## config.mk

```make
export PLATFORM = sky130hd
export DESIGN_NAME = cla_add_sequencer_flat
export DESIGN_NICKNAME = d
export VERILOG_FILES = /design/src/rtl/cla_seq_pkg.sv /design/src/rtl/cla_add_sequencer_if.sv /design/src/rtl/seq_timeout.sv /design/src/rtl/cla_add_sequencer.sv /design/src/flat_wrapper.sv
export SDC_FILE = /design/constraint.sdc
export NUM_CORES = 1
export LEC_CHECK = 0
export CORE_MARGIN = 8
export CORE_UTILIZATION = 44
export DETAILED_ROUTE_END_ITERATION = 10
export GPL_TIMING_DRIVEN = 1
export PLACE_DENSITY = 0.77
export SYNTH_ARGS = -nofsm -noshare
export SYNTH_HDL_FRONTEND = slang
export SYNTH_SLANG_ARGS = --single-unit
```

## constraint.sdc

```tcl
create_clock -name clk -period 1.89 [get_ports clk]
set_clock_uncertainty 0.15 [all_clocks]
set_input_delay 0.567 -clock clk [delete_from_list [all_inputs] [get_ports clk]]
set_output_delay 0.567 -clock clk [all_outputs]
set_load 0.03 [all_outputs]
```

## src/rtl/cla_seq_pkg.sv

```systemverilog
// Shared types and sizing helpers for the chunked carry-lookahead add sequencer.
package cla_seq_pkg;

  localparam int CHUNK = 4;

  typedef enum logic [1:0] {
    IDLE,
    ISSUE,
    GAP,
    DONE
  } seq_state_e;

  function automatic int num_chunks(input int width);
    return width / CHUNK;
  endfunction

endpackage

```

## src/rtl/cla_add_sequencer_if.sv

```systemverilog
// Request/ready bus between the sequencer (master) and the shared 4-bit cla_adder (slave).
interface cla_add_sequencer_if;
  import cla_seq_pkg::*;

  logic             add_en;
  logic [CHUNK-1:0] add_a;
  logic [CHUNK-1:0] add_b;
  logic             add_cin;
  logic             add_ready;
  logic [CHUNK-1:0] add_out;
  logic             add_cout;

  modport master (
    output add_en, add_a, add_b, add_cin,
    input  add_ready, add_out, add_cout
  );

  modport slave (
    input  add_en, add_a, add_b, add_cin,
    output add_ready, add_out, add_cout
  );
endinterface

```

## src/rtl/seq_timeout.sv

```systemverilog
// Clearable up-counter that flags when it has sat at TIMEOUT-1; holds there until cleared.
module seq_timeout #(
  parameter int TIMEOUT = 16
) (
  input  logic clk,
  input  logic rst_n,
  input  logic clr,
  input  logic en,
  output logic term
);
  localparam int CW = $clog2(TIMEOUT);

  logic [CW-1:0] cnt;

  assign term = (cnt == CW'(TIMEOUT - 1));

  // NOTE: state registers use non-blocking assignments so every flop samples pre-edge values.
  always_ff @(posedge clk or negedge rst_n) begin
    if (!rst_n)            cnt <= '0;
    else if (clr)          cnt <= '0;
    else if (en && !term)  cnt <= cnt + 1'b1;
  end
endmodule

```

## src/rtl/cla_add_sequencer.sv

```systemverilog
// Issues WIDTH-bit add/sub to a shared 4-bit adder one chunk at a time, LS chunk first,
// and returns a registered result with carry/overflow/zero flags or a timeout error.
module cla_add_sequencer
  import cla_seq_pkg::*;
#(
  parameter int WIDTH   = 8,
  parameter int TIMEOUT = 16
) (
  input  logic                 clk,
  input  logic                 rst_n,
  input  logic                 start,
  input  logic                 sub,
  input  logic [WIDTH-1:0]     op_a,
  input  logic [WIDTH-1:0]     op_b,
  output logic                 busy,
  output logic                 done,
  output logic [WIDTH-1:0]     result,
  output logic                 carry,
  output logic                 overflow,
  output logic                 zero,
  output logic                 err,
  cla_add_sequencer_if.master  bus
);
  localparam int N  = num_chunks(WIDTH);
  localparam int IW = (N > 1) ? $clog2(N) : 1;

  seq_state_e       state;
  logic [WIDTH-1:0] a_q, b_q, sum_q;
  logic             cy_q;
  logic [IW-1:0]    idx;
  logic             en_q;
  logic             last;
  logic             abort;
  logic             tmo_clr;
  logic             tmo_term;
  logic [WIDTH-1:0] fin_result;

  assign bus.add_en  = en_q;
  assign bus.add_a   = a_q[int'(idx)*CHUNK +: CHUNK];
  assign bus.add_b   = b_q[int'(idx)*CHUNK +: CHUNK];
  assign bus.add_cin = cy_q;

  assign last = (idx == IW'(N - 1));

  // The counter restarts whenever the FSM moves, so it only measures time stuck in one state.
  assign tmo_clr = (state == IDLE) || (state == DONE) ||
                   ((state == ISSUE) && bus.add_ready) ||
                   ((state == GAP)   && !bus.add_ready);
  assign abort   = tmo_term && (((state == ISSUE) && !bus.add_ready) ||
                                ((state == GAP)   &&  bus.add_ready));

  // NOTE: every always_comb target gets a default first so no latch is inferred.
  always_comb begin
    fin_result = sum_q;
    fin_result[WIDTH-1 -: CHUNK] = bus.add_out;
  end

  seq_timeout #(.TIMEOUT(TIMEOUT)) u_timeout (
    .clk  (clk),
    .rst_n(rst_n),
    .clr  (tmo_clr),
    .en   (busy),
    .term (tmo_term)
  );

  always_ff @(posedge clk or negedge rst_n) begin
    if (!rst_n) begin
      state    <= IDLE;
      a_q      <= '0;
      b_q      <= '0;
      sum_q    <= '0;
      cy_q     <= 1'b0;
      idx      <= '0;
      en_q     <= 1'b0;
      busy     <= 1'b0;
      done     <= 1'b0;
      result   <= '0;
      carry    <= 1'b0;
      overflow <= 1'b0;
      zero     <= 1'b0;
      err      <= 1'b0;
    end else begin
      done <= 1'b0;
      if (abort) begin
        state    <= DONE;
        en_q     <= 1'b0;
        busy     <= 1'b0;
        done     <= 1'b1;
        err      <= 1'b1;
        result   <= '0;
        carry    <= 1'b0;
        overflow <= 1'b0;
        zero     <= 1'b1;
      end else begin
        case (state)
          IDLE, DONE: begin
            if (start) begin
              a_q   <= op_a;
              b_q   <= sub ? ~op_b : op_b;
              cy_q  <= sub;
              idx   <= '0;
              en_q  <= 1'b1;
              busy  <= 1'b1;
              state <= ISSUE;
            end else begin
              state <= IDLE;
            end
          end
          ISSUE: begin
            if (bus.add_ready) begin
              sum_q[int'(idx)*CHUNK +: CHUNK] <= bus.add_out;
              cy_q <= bus.add_cout;
              en_q <= 1'b0;
              if (last) begin
                state    <= DONE;
                busy     <= 1'b0;
                done     <= 1'b1;
                err      <= 1'b0;
                result   <= fin_result;
                carry    <= bus.add_cout;
                overflow <= (a_q[WIDTH-1] == b_q[WIDTH-1]) &&
                            (bus.add_out[CHUNK-1] != a_q[WIDTH-1]);
                zero     <= ~|fin_result;
              end else begin
                idx   <= idx + 1'b1;
                state <= GAP;
              end
            end
          end
          GAP: begin
            // Wait for the adder to drop ready so the previous chunk's ready is never reused.
            if (!bus.add_ready) begin
              en_q  <= 1'b1;
              state <= ISSUE;
            end
          end
          default: state <= IDLE;
        endcase
      end
    end
  end
endmodule

```

## src/flat_wrapper.sv

```systemverilog
// flat-port wrapper written by rule: the top's interface ports become plain ports
module cla_add_sequencer_flat import cla_seq_pkg::*;
#(
  parameter int WIDTH   = 8,
  parameter int TIMEOUT = 16
)
  (clk, rst_n, start, sub, op_a, op_b, busy, done, result, carry, overflow, zero, err, bus_add_en, bus_add_a, bus_add_b, bus_add_cin, bus_add_ready, bus_add_out, bus_add_cout);
  cla_add_sequencer_if bus_i ();
  input  logic clk;
  input  logic rst_n;
  input  logic start;
  input  logic sub;
  input  logic [WIDTH-1:0] op_a;
  input  logic [WIDTH-1:0] op_b;
  output logic busy;
  output logic done;
  output logic [WIDTH-1:0] result;
  output logic carry;
  output logic overflow;
  output logic zero;
  output logic err;
  output wire logic [$bits(bus_i.add_en)-1:0] bus_add_en;
  output wire logic [$bits(bus_i.add_a)-1:0] bus_add_a;
  output wire logic [$bits(bus_i.add_b)-1:0] bus_add_b;
  output wire logic [$bits(bus_i.add_cin)-1:0] bus_add_cin;
  input wire logic [$bits(bus_i.add_ready)-1:0] bus_add_ready;
  input wire logic [$bits(bus_i.add_out)-1:0] bus_add_out;
  input wire logic [$bits(bus_i.add_cout)-1:0] bus_add_cout;
  assign bus_add_en = bus_i.add_en;
  assign bus_add_a = bus_i.add_a;
  assign bus_add_b = bus_i.add_b;
  assign bus_add_cin = bus_i.add_cin;
  assign bus_i.add_ready = bus_add_ready;
  assign bus_i.add_out = bus_add_out;
  assign bus_i.add_cout = bus_add_cout;
  cla_add_sequencer #(.WIDTH(WIDTH), .TIMEOUT(TIMEOUT)) u_core (.clk(clk), .rst_n(rst_n), .start(start), .sub(sub), .op_a(op_a), .op_b(op_b), .busy(busy), .done(done), .result(result), .carry(carry), .overflow(overflow), .zero(zero), .err(err), .bus(bus_i));
endmodule
```

### Word-level counts from Yosys, hierarchy flattened

Cells that the tools add are included.

* register bits: 47
* output and inout port bits: 24
* logic and storage cells: 114

* $add $sub $neg: 3
* reduce and logical (&&, ||, !) cells: 30
* shifts and indexed selects: 4
* multiplexer cells: 48
* bitwise operators: 2
* eq/ne operators: 12

Operators with widths (number)
* $mux 8: 5
* $neg 3->33: 1
* $shift 4x33->8 const A: 1
* $shiftx 4x33->8: 1
* $mux 1: 32
* $shiftx 8x4->4: 2
* $reduce_and 3->1: 4
* $reduce_bool 2->1: 5
* $ne 3x2->1 const B: 3
* $bwmux 8: 1
* $mux 4: 2
* $not 8->8: 1
* $reduce_and 4->1: 2
* $reduce_or 8->1: 1
* $logic_and 1x1->1: 7
* $mux 2: 3
* $pmux 1 s2: 3
* $pmux 2 s3: 1
* $add 4x1->4 const B: 1
* $eq 2x2->1 const B: 2
* $eq 4x4->1 const B: 1
* $logic_or 1x1->1: 4
* $ne 2x2->1 const B: 2
* $logic_not 1->1: 3
* 11 further kinds: 11

### Longest topological paths before layout

Gate-level depths: netlist (run 1).

* word-level depth: 6
* depth in mapped cells: 7
* depth with buffers taken out: 5

### Hierarchy

Synthesis (run 1) repeated with hierarchy kept, for this count alone.

* cell total of the unflattened synthesis: 183
* area total of the unflattened synthesis: 2169.6 um2

Modules (own cells, without submodules)
* cla_add_sequencer: cells each 163, sequential area each 975.9 um2, area each 1940.6 um2, instances 1
* seq_timeout: cells each 20, sequential area each 100.1 um2, area each 229.0 um2, instances 1

### Worst setup path before layout (run 1)

No wires, ideal clock.

* path type: register -> register
* from: reg u_core.state[0]
* to: reg u_core.a_q[0]
* path slack: 13 ps
* setup time: 127 ps
* cell stages (with the launch flop): 8
* buffers on the path: 2
* arrival time: 1599 ps
* required time: 1613 ps
* path through: dfrtp_1 -> inv_1 -> ha_1 -> buf_2 -> mux2i_4 -> o211ai_4 -> buf_6 -> mux2_1

* word-level cells in the longest chain between the ends: 6

RTL lines
* start: declaration: RTL line cla_add_sequencer.sv:27 `seq_state_e state;`
* start signal: assignment: RTL line cla_add_sequencer.sv:68 `state <= IDLE;`
* start signal: assignment: RTL line cla_add_sequencer.sv:85 `state <= DONE;`
* start signal: assignment: RTL line cla_add_sequencer.sv:104 `state <= ISSUE;`
* $eq 2x1->1 or $eq 2x2->1 (tied branches): RTL line cla_add_sequencer.sv:49, cla_add_sequencer.sv:50
* $logic_and 1x1->1 (on tied branches): RTL line cla_add_sequencer.sv:49, cla_add_sequencer.sv:50
* $logic_or 1x1->1: RTL line cla_add_sequencer.sv:49 `assign abort = tmo_term && (((state == ISSUE) && !bus.add_ready) ||`
* $logic_and 1x1->1: RTL line cla_add_sequencer.sv:49
* $not 1->1 (no line)
* $reduce_and 3->1 (no line) *
* end signal: assignment: RTL line cla_add_sequencer.sv:98 `a_q <= op_a;`
* end: declaration: RTL line cla_add_sequencer.sv:28 `logic [WIDTH-1:0] a_q, b_q, sum_q;`

Every way passes the cells marked *; elsewhere a longest branch is shown, timed or not.
A chain may end at the register's enable or synchronous reset.

### Final worst setup path (run 1)

* from: reg u_core.idx
* to: out bus_add_a[1]

* word-level cells in the longest chain between the ends: 1

RTL lines
* start: declaration: RTL line cla_add_sequencer.sv:30 `logic [IW-1:0] idx;`
* start signal: assignment: RTL line cla_add_sequencer.sv:125 `idx <= idx + 1'b1;`
* $shiftx 8x4->4: RTL line cla_add_sequencer.sv:39 `assign bus.add_a = a_q[int'(idx)*CHUNK +: CHUNK];`
* end: declaration: RTL line flat_wrapper.sv:23 `output wire logic [$bits(bus_i.add_a)-1:0] bus_add_a;`

No other way between the ends.

==> results_dict.tcl, run 1 <==
set metrics [dict create \
    synth-main-ff-cell "dfrtp_1" \
    grt_max_degree 44 \
    finalPower_w 0.00519 \
    grtUsageMet2_pct 23.4 \
    cp_data_required_time_ns 1.17 \
    min_period_over_period_pct 107 \
    synthTopCellsByCount "dfrtp_1, nand2_1, mux2_2" \
    synth.most_common_cell "dfrtp_1" \
    cts_buffers 5 \
    fp.coreArea_um2 4660 \
    grt_pass1_vias 1787 \
    power_density_nw_per_um2 1690 \
    run_status "complete, but fails checks" \
    worstSetupStartpointType "flip-flop" \
    fin_crit_ns 2.03 \
    crit_path_max_fanout 4 \
    clkTransAtPathRegs_ns 0.08 \
    synth_top_area_share_pct 51.6 \
    clock_latency_ns 0.29 \
    grt_use_met3_pct 6.47 \
    nets 297 \
    netlist_area_um2 2090 \
    dp_hpwl_um 3620 \
    diodes 0 \
    gp_congestion 0.922 \
    numPlacedInstances 303 \
    ys.warnings.count 0 \
    synth_nets 216 \
    synth-seq-cells 43 \
    antenna_found_initial 0 \
    cts_hold_buf 0 \
    rows 25 \
    initial_core_util_pct 44.8 \
    fin_ws_ns -0.141 \
    vias 1685 \
    grt-ovfl-total 0 \
    postRouteAntennaNets 0 \
    final-setup-viol-count 8 \
    hold_path.class "in2async" \
    yosysUniqueCellTypes 36 \
    synthArstFlopShare_pct 100 \
    nFillCells 359 \
    ir_drop_mv 0.886 \
    grt_pass1_wl_um 8550 \
    grt_usage_pct 14.7 \
    busiest_layer "met2" \
    final_cells 322 \
    die_y_um 84.9 \
    ctsRootBufferMaster "clkbuf_8" \
    final_max_slew_viol_count 0 \
    seq_area_frac_synth_pct 51.6 \
    syn_to_final_growth_pct 47.1 \
    slew_headroom_pct 73.9 \
    synth_cells 186 \
    clock_path_buffers 2 \
    num_io_pins 50 \
    syn_avg_cell_area_um2 11.2 \
    cts_tree "done" \
    synth_area_leaders "dfrtp_1, mux2_2, mux2_1" \
    avgViaCountPerCell 5.23 \
    drtPass1Iterations 4 \
    wire_per_inst_um 16.0 \
    max_freq_mhz 492 \
    yosysTopAreaCell "dfrtp_1" \
    drt_iter0_markers 63 \
    h-tree-depth 2 \
    die_w_um 84.9 \
    die_area_um2 7200 \
    synth_edf_count 0 \
    drive_above_1_share_pct 34.3 \
    rsz0062_at_grt "true" \
    tightest_slew_ns 0.391 \
    leakage_nw 1.44 \
    finalHoldViolCount 0 \
    postRouteWirelength_um 5160 \
    maxCapViolCount 0 \
    violations "negative setup slack" \
    crit_type "reg2out" \
    drc 0 \
    arrival_ns 1.31 \
    grtUsageMet1_pct 17.7 \
    clkSinkCount 43 \
    io_buffers 49 \
    end_kind "output pin" \
]
-- registers in the layout, summed over array words and instances, names as in the netlist --
signal,cells
u_core.u_timeout.cnt,4
u_core.idx,1
u_core.b_q,8
u_core.state,2
u_core.result,8
u_core.carry,1
u_core.bus.add_cin,1
u_core.zero,1
u_core.a_q,8
u_core.err,1
u_core.bus.add_en,1
u_core.overflow,1
u_core.done,1
u_core.busy,1
u_core.sum_q,4
-- final timing paths --
kind | startpoint | to | slack [ns] | cells after the start
max in group asynchronous | rst_n | u_core.state[0] | 1.27 | 2
hold reg to reg | u_core.err | u_core.err | 0.33 | 1
setup reg to reg | u_core.u_timeout.cnt[1] | u_core.a_q[2] | 0.05 | 5
setup / recovery | u_core.idx | bus_add_a[1] | -0.14 | 3
min in group clk | u_core.err | u_core.err | 0.33 | 1
hold / removal | rst_n | u_core.a_q[1] | 0.08 | 2
-- final cells by class --
cell class / instances / area (um2) / area share, %
clock buffer: 5 / 68.8 / 2.24
multi-input combinational: 127 / 1020 / 33.3
inverter: 7 / 26.3 / 0.856
timing repair buffer: 83 / 786 / 25.6
clock inverter: 3 / 20.0 / 0.652
tap: 54 / 67.6 / 2.20
sequential: 43 / 1080 / 35.1
-- metal layers --
metal	up-vias	part of all wire [%]
met2	44	48
met1	818	44
li1	818	-
met4	0	1.1
met3	5	6.7
met5	-	0
-- cell families (layout without fill, tap and decap cells) --
logic type,Yosys count,after routing,synth area share [%]
adders and majority gates,4,4,2.40
buffers and inverters,16,98,3.54
DFF,43,43,51.6
xor gates and xnor gates,8,8,3.36
AOI/OAI and AO/OA,37,37,11.3
muxes,29,29,16.2
and+or+nand+nor,49,49,11.6
-- placed cells by master, fill, tap and decap left out, types with 2 or more instances in the layout --
| cell | synthesis | final |
|---|---|---|
| buf_12 | 0 | 2 |
| xor2_1 | 8 | 8 |
| nand2b_1 | 4 | 4 |
| buf_4 | 0 | 28 |
| nor3_1 | 3 | 3 |
| ha_4 | 0 | 2 |
| ha_1 | 4 | 2 |
| nor2_1 | 4 | 3 |
| clkinvlp_4 | 0 | 2 |
| o21ai_0 | 7 | 7 |
| nand2_1 | 21 | 21 |
| mux2_1 | 10 | 3 |
| a21oi_1 | 16 | 16 |
| buf_6 | 1 | 12 |
| clkbuf_8 | 0 | 5 |
| mux2_4 | 0 | 9 |
| and3_1 | 3 | 3 |
| dfrtp_2 | 0 | 2 |
| nand3_1 | 3 | 2 |
| clkdlybuf4s50_1 | 0 | 23 |
| inv_1 | 7 | 6 |
| dfrtp_1 | 43 | 41 |
| or2_2 | 2 | 2 |
| dlygate4sd2_1 | 0 | 16 |
| nor4_1 | 4 | 4 |
| a211oi_1 | 5 | 3 |
| a211oi_2 | 0 | 2 |
| mux2_2 | 18 | 16 |
-- metrics by stage --
stage / utilization, % / setup TNS, ns / cell area [um2] / hold slack (ns) / worst slack [ns]
2_1_floorplan: - / 0 / 2090 / 0.121 / 0.0132
3_3_place_gp: 59.8 / -14.63 / 2790 / 0.318 / -0.383
3_5_place_dp: 59.8 / -16.99 / 2790 / 0.332 / -0.434
4_1_cts: 62.5 / -0.938 / 2910 / 0.0961 / -0.132
5_1_grt: 65.9 / -1.32 / 3070 / 0.0989 / -0.174
6_report: 65.9 / -1.03 / 3070 / 0.0807 / -0.141
-- report_power, final --
group	leakage [nW]	internal [W]	switching (W)
logic	0.880	0.00156	0.00148
registers	0.521	0.00133	0.000246
clock network	0.0402	0.000257	0.000324
total	1.44	0.00314	0.00205
-- timing repair --
item	CTS	global route
pin swaps	0	2
setup endpoints to repair	53	37
gates resized for setup	80	19
gates cloned	0	1
setup buffers	3	7
-- worst max-delay path, cell delays in order, from the launching register on --
cell and delay, ns:
dfrtp_2 0.41, buf_6 0.13, mux2_2 0.34, buf_6 0.14
Power figures use the tool's default switching activity.
==> run 2, diff against run 1 <==
==> constraint.sdc (replaced) <==
create_clock -name clk -period 1.89 [get_ports clk]
set_clock_uncertainty 0.15 [all_clocks]
set_input_delay 0.378 -clock clk [delete_from_list [all_inputs] [get_ports clk]]
set_output_delay 0.378 -clock clk [all_outputs]
set_load 0.03 [all_outputs]
==> results_dict.tcl, run 2 (synthesis gave the netlist of run 1 again) <==
set metrics [dict create \
    postRouteAntennaNets 0 \
    end_kind "output pin" \
    vias 1656 \
    arrival_ns 1.38 \
    final-setup-viol-count 4 \
    crit_type "reg2out" \
    clkSinkCount 43 \
    grt-ovfl-total 0 \
    gp_congestion 0.914 \
    setup_tns_ns -0.0630 \
    tightest_slew_ns 0.364 \
    io_buffers 49 \
    path_cells "buf_12 -> mux2_2 -> buf_6" \
    worst-path-buf-inv 2 \
    final_max_slew_viol_count 0 \
    cp_data_required_time_ns 1.36 \
    max_freq_mhz 523 \
    worstSetupStartpointType "flip-flop" \
    run_status "complete, but fails checks" \
    nets 288 \
    finalHoldViolCount 0 \
    grt_pass1_vias 1706 \
    power_density_nw_per_um2 1720 \
    hold_slack_ns 0.345 \
    die_y_um 84.9 \
    clkTransAtPathRegs_ns 0.08 \
    drc 0 \
    violations "negative setup slack" \
    initial_core_util_pct 44.8 \
    numPlacedInstances 298 \
    final_common_cell "dfrtp_1" \
    rows 25 \
    rsz0062_at_grt "true" \
    critPathTopFamily "flip-flops" \
    cts_tree "done" \
    final_area_um2 3070 \
    slew_headroom_pct 75.6 \
    fp.coreArea_um2 4660 \
    drtPass1Iterations 4 \
    place_area_um2 2750 \
    grt_pass1_wl_um 8220 \
    fin_ws_ns -0.0219 \
    grt_max_degree 44 \
    maxCapViolCount 0 \
    top_regs "u_core.a_q: 8 flops, u_core.b_q: 8 flops, u_core.result: 8 flops" \
    hold_path.class "reg2reg" \
    postRouteWirelength_um 5050 \
    final_cells 313 \
    cp_slowest_stage_delay_ns 0.48 \
    num_io_pins 50 \
    fin_util_pct 65.9 \
    drt_iter0_markers 99 \
    antenna_found_initial 0 \
    nFillCells 344 \
    avgViaCountPerCell 5.29 \
    clock_latency_ns 0.29 \
    h-tree-depth 2 \
    dp_hpwl_um 3450 \
    cts_buffers 5 \
    ir_drop_mv 0.915 \
    leakage_nw 1.50 \
    ctsRootBufferMaster "clkbuf_8" \
    min_period_over_period_pct 101 \
    cpMaxStageDelayCell "dfrtp_2" \
    die_w_um 84.9 \
    clock_path_buffers 2 \
    grt_usage_pct 14.3 \
    diodes 0 \
    layout_common_cells "dfrtp_1, clkdlybuf4s50_1, nand2_1" \
    die_area_um2 7200 \
    crit_path_max_fanout 6 \
    syn_to_final_growth_pct 47.1 \
    wire_per_inst_um 16.1 \
    fin_crit_ns 1.91 \
    drive_above_1_share_pct 28.2 \
]
-- run 2: repair_timing --
item | in CTS | in global routing
buffers inserted | 3 | 2
pin swaps | 0 | 1
gates resized for setup | 49 | 34
hold buffers | 1 | 0
gates cloned | 0 | 1
setup endpoints to repair | 18 | 43
hold endpoints to repair | 43 | 0
-- run 2: where the power goes --
| part | switching (W) | internal [W] | leakage (nW) |
|---|---|---|---|
| clock network | 0.000314 | 0.000528 | 0.0654 |
| registers | 0.000279 | 0.00133 | 0.521 |
| logic | 0.00141 | 0.00141 | 0.914 |
-- run 2: through the flow --
stage	worst slack (ns)	total power, W
6_report	-0.0219	0.00527
2_1_floorplan	0.0132	0.00315
3_5_place_dp	-0.196	0.00413
4_1_cts	-0.0465	0.00504
5_1_grt	-0.0648	0.00559
3_3_place_gp	-0.190	0.00408
-- run 2: metal layers --
metal / vias up / track usage (%) / part of all wire [%]
met5: - / 0 / 0
met2: 49 / 22.0 / 48
li1: 801 / - / -
met3: 5 / 5.98 / 7.3
met4: 0 / 4.85 / 0.97
met1: 801 / 17.6 / 44
-- run 2: worst paths after layout --
check,from,endpoint,slack (ns),cells after the start
worst max-delay path,u_core.idx,bus_add_a[2],-0.02,3
worst min-delay path,u_core.b_q[0],u_core.b_q[0],0.34,1
worst max register to register,u_core.state[0],u_core.a_q[3],0.03,6
worst min register to register,u_core.b_q[0],u_core.b_q[0],0.34,1
max in group asynchronous,rst_n,u_core.idx,0.91,3
min in group asynchronous,rst_n,u_core.a_q[0],0.44,3
-- run 2: final cells by class --
cell class / count / area [um2] / share of cell area [%]
Clock inverter: 2 / 60.1 / 1.96
Clock buffer: 6 / 72.6 / 2.36
Multi-Input combinational cell: 127 / 1000 / 32.6
Sequential cell: 43 / 1080 / 35.1
Timing Repair Buffer: 74 / 764 / 24.9
Inverter: 7 / 26.3 / 0.856
Tap cell: 54 / 67.6 / 2.20
-- run 2: worst register-to-register path, delay by kind of cell (launching register included) --
family                   cells  cell delay [ns]
multiplexers                 2             0.52
flip-flops                   1             0.44
buffers and inverters        2             0.32
adder cells (fa/ha/maj)      1             0.16
AO/OA/AOI/OAI                1             0.15
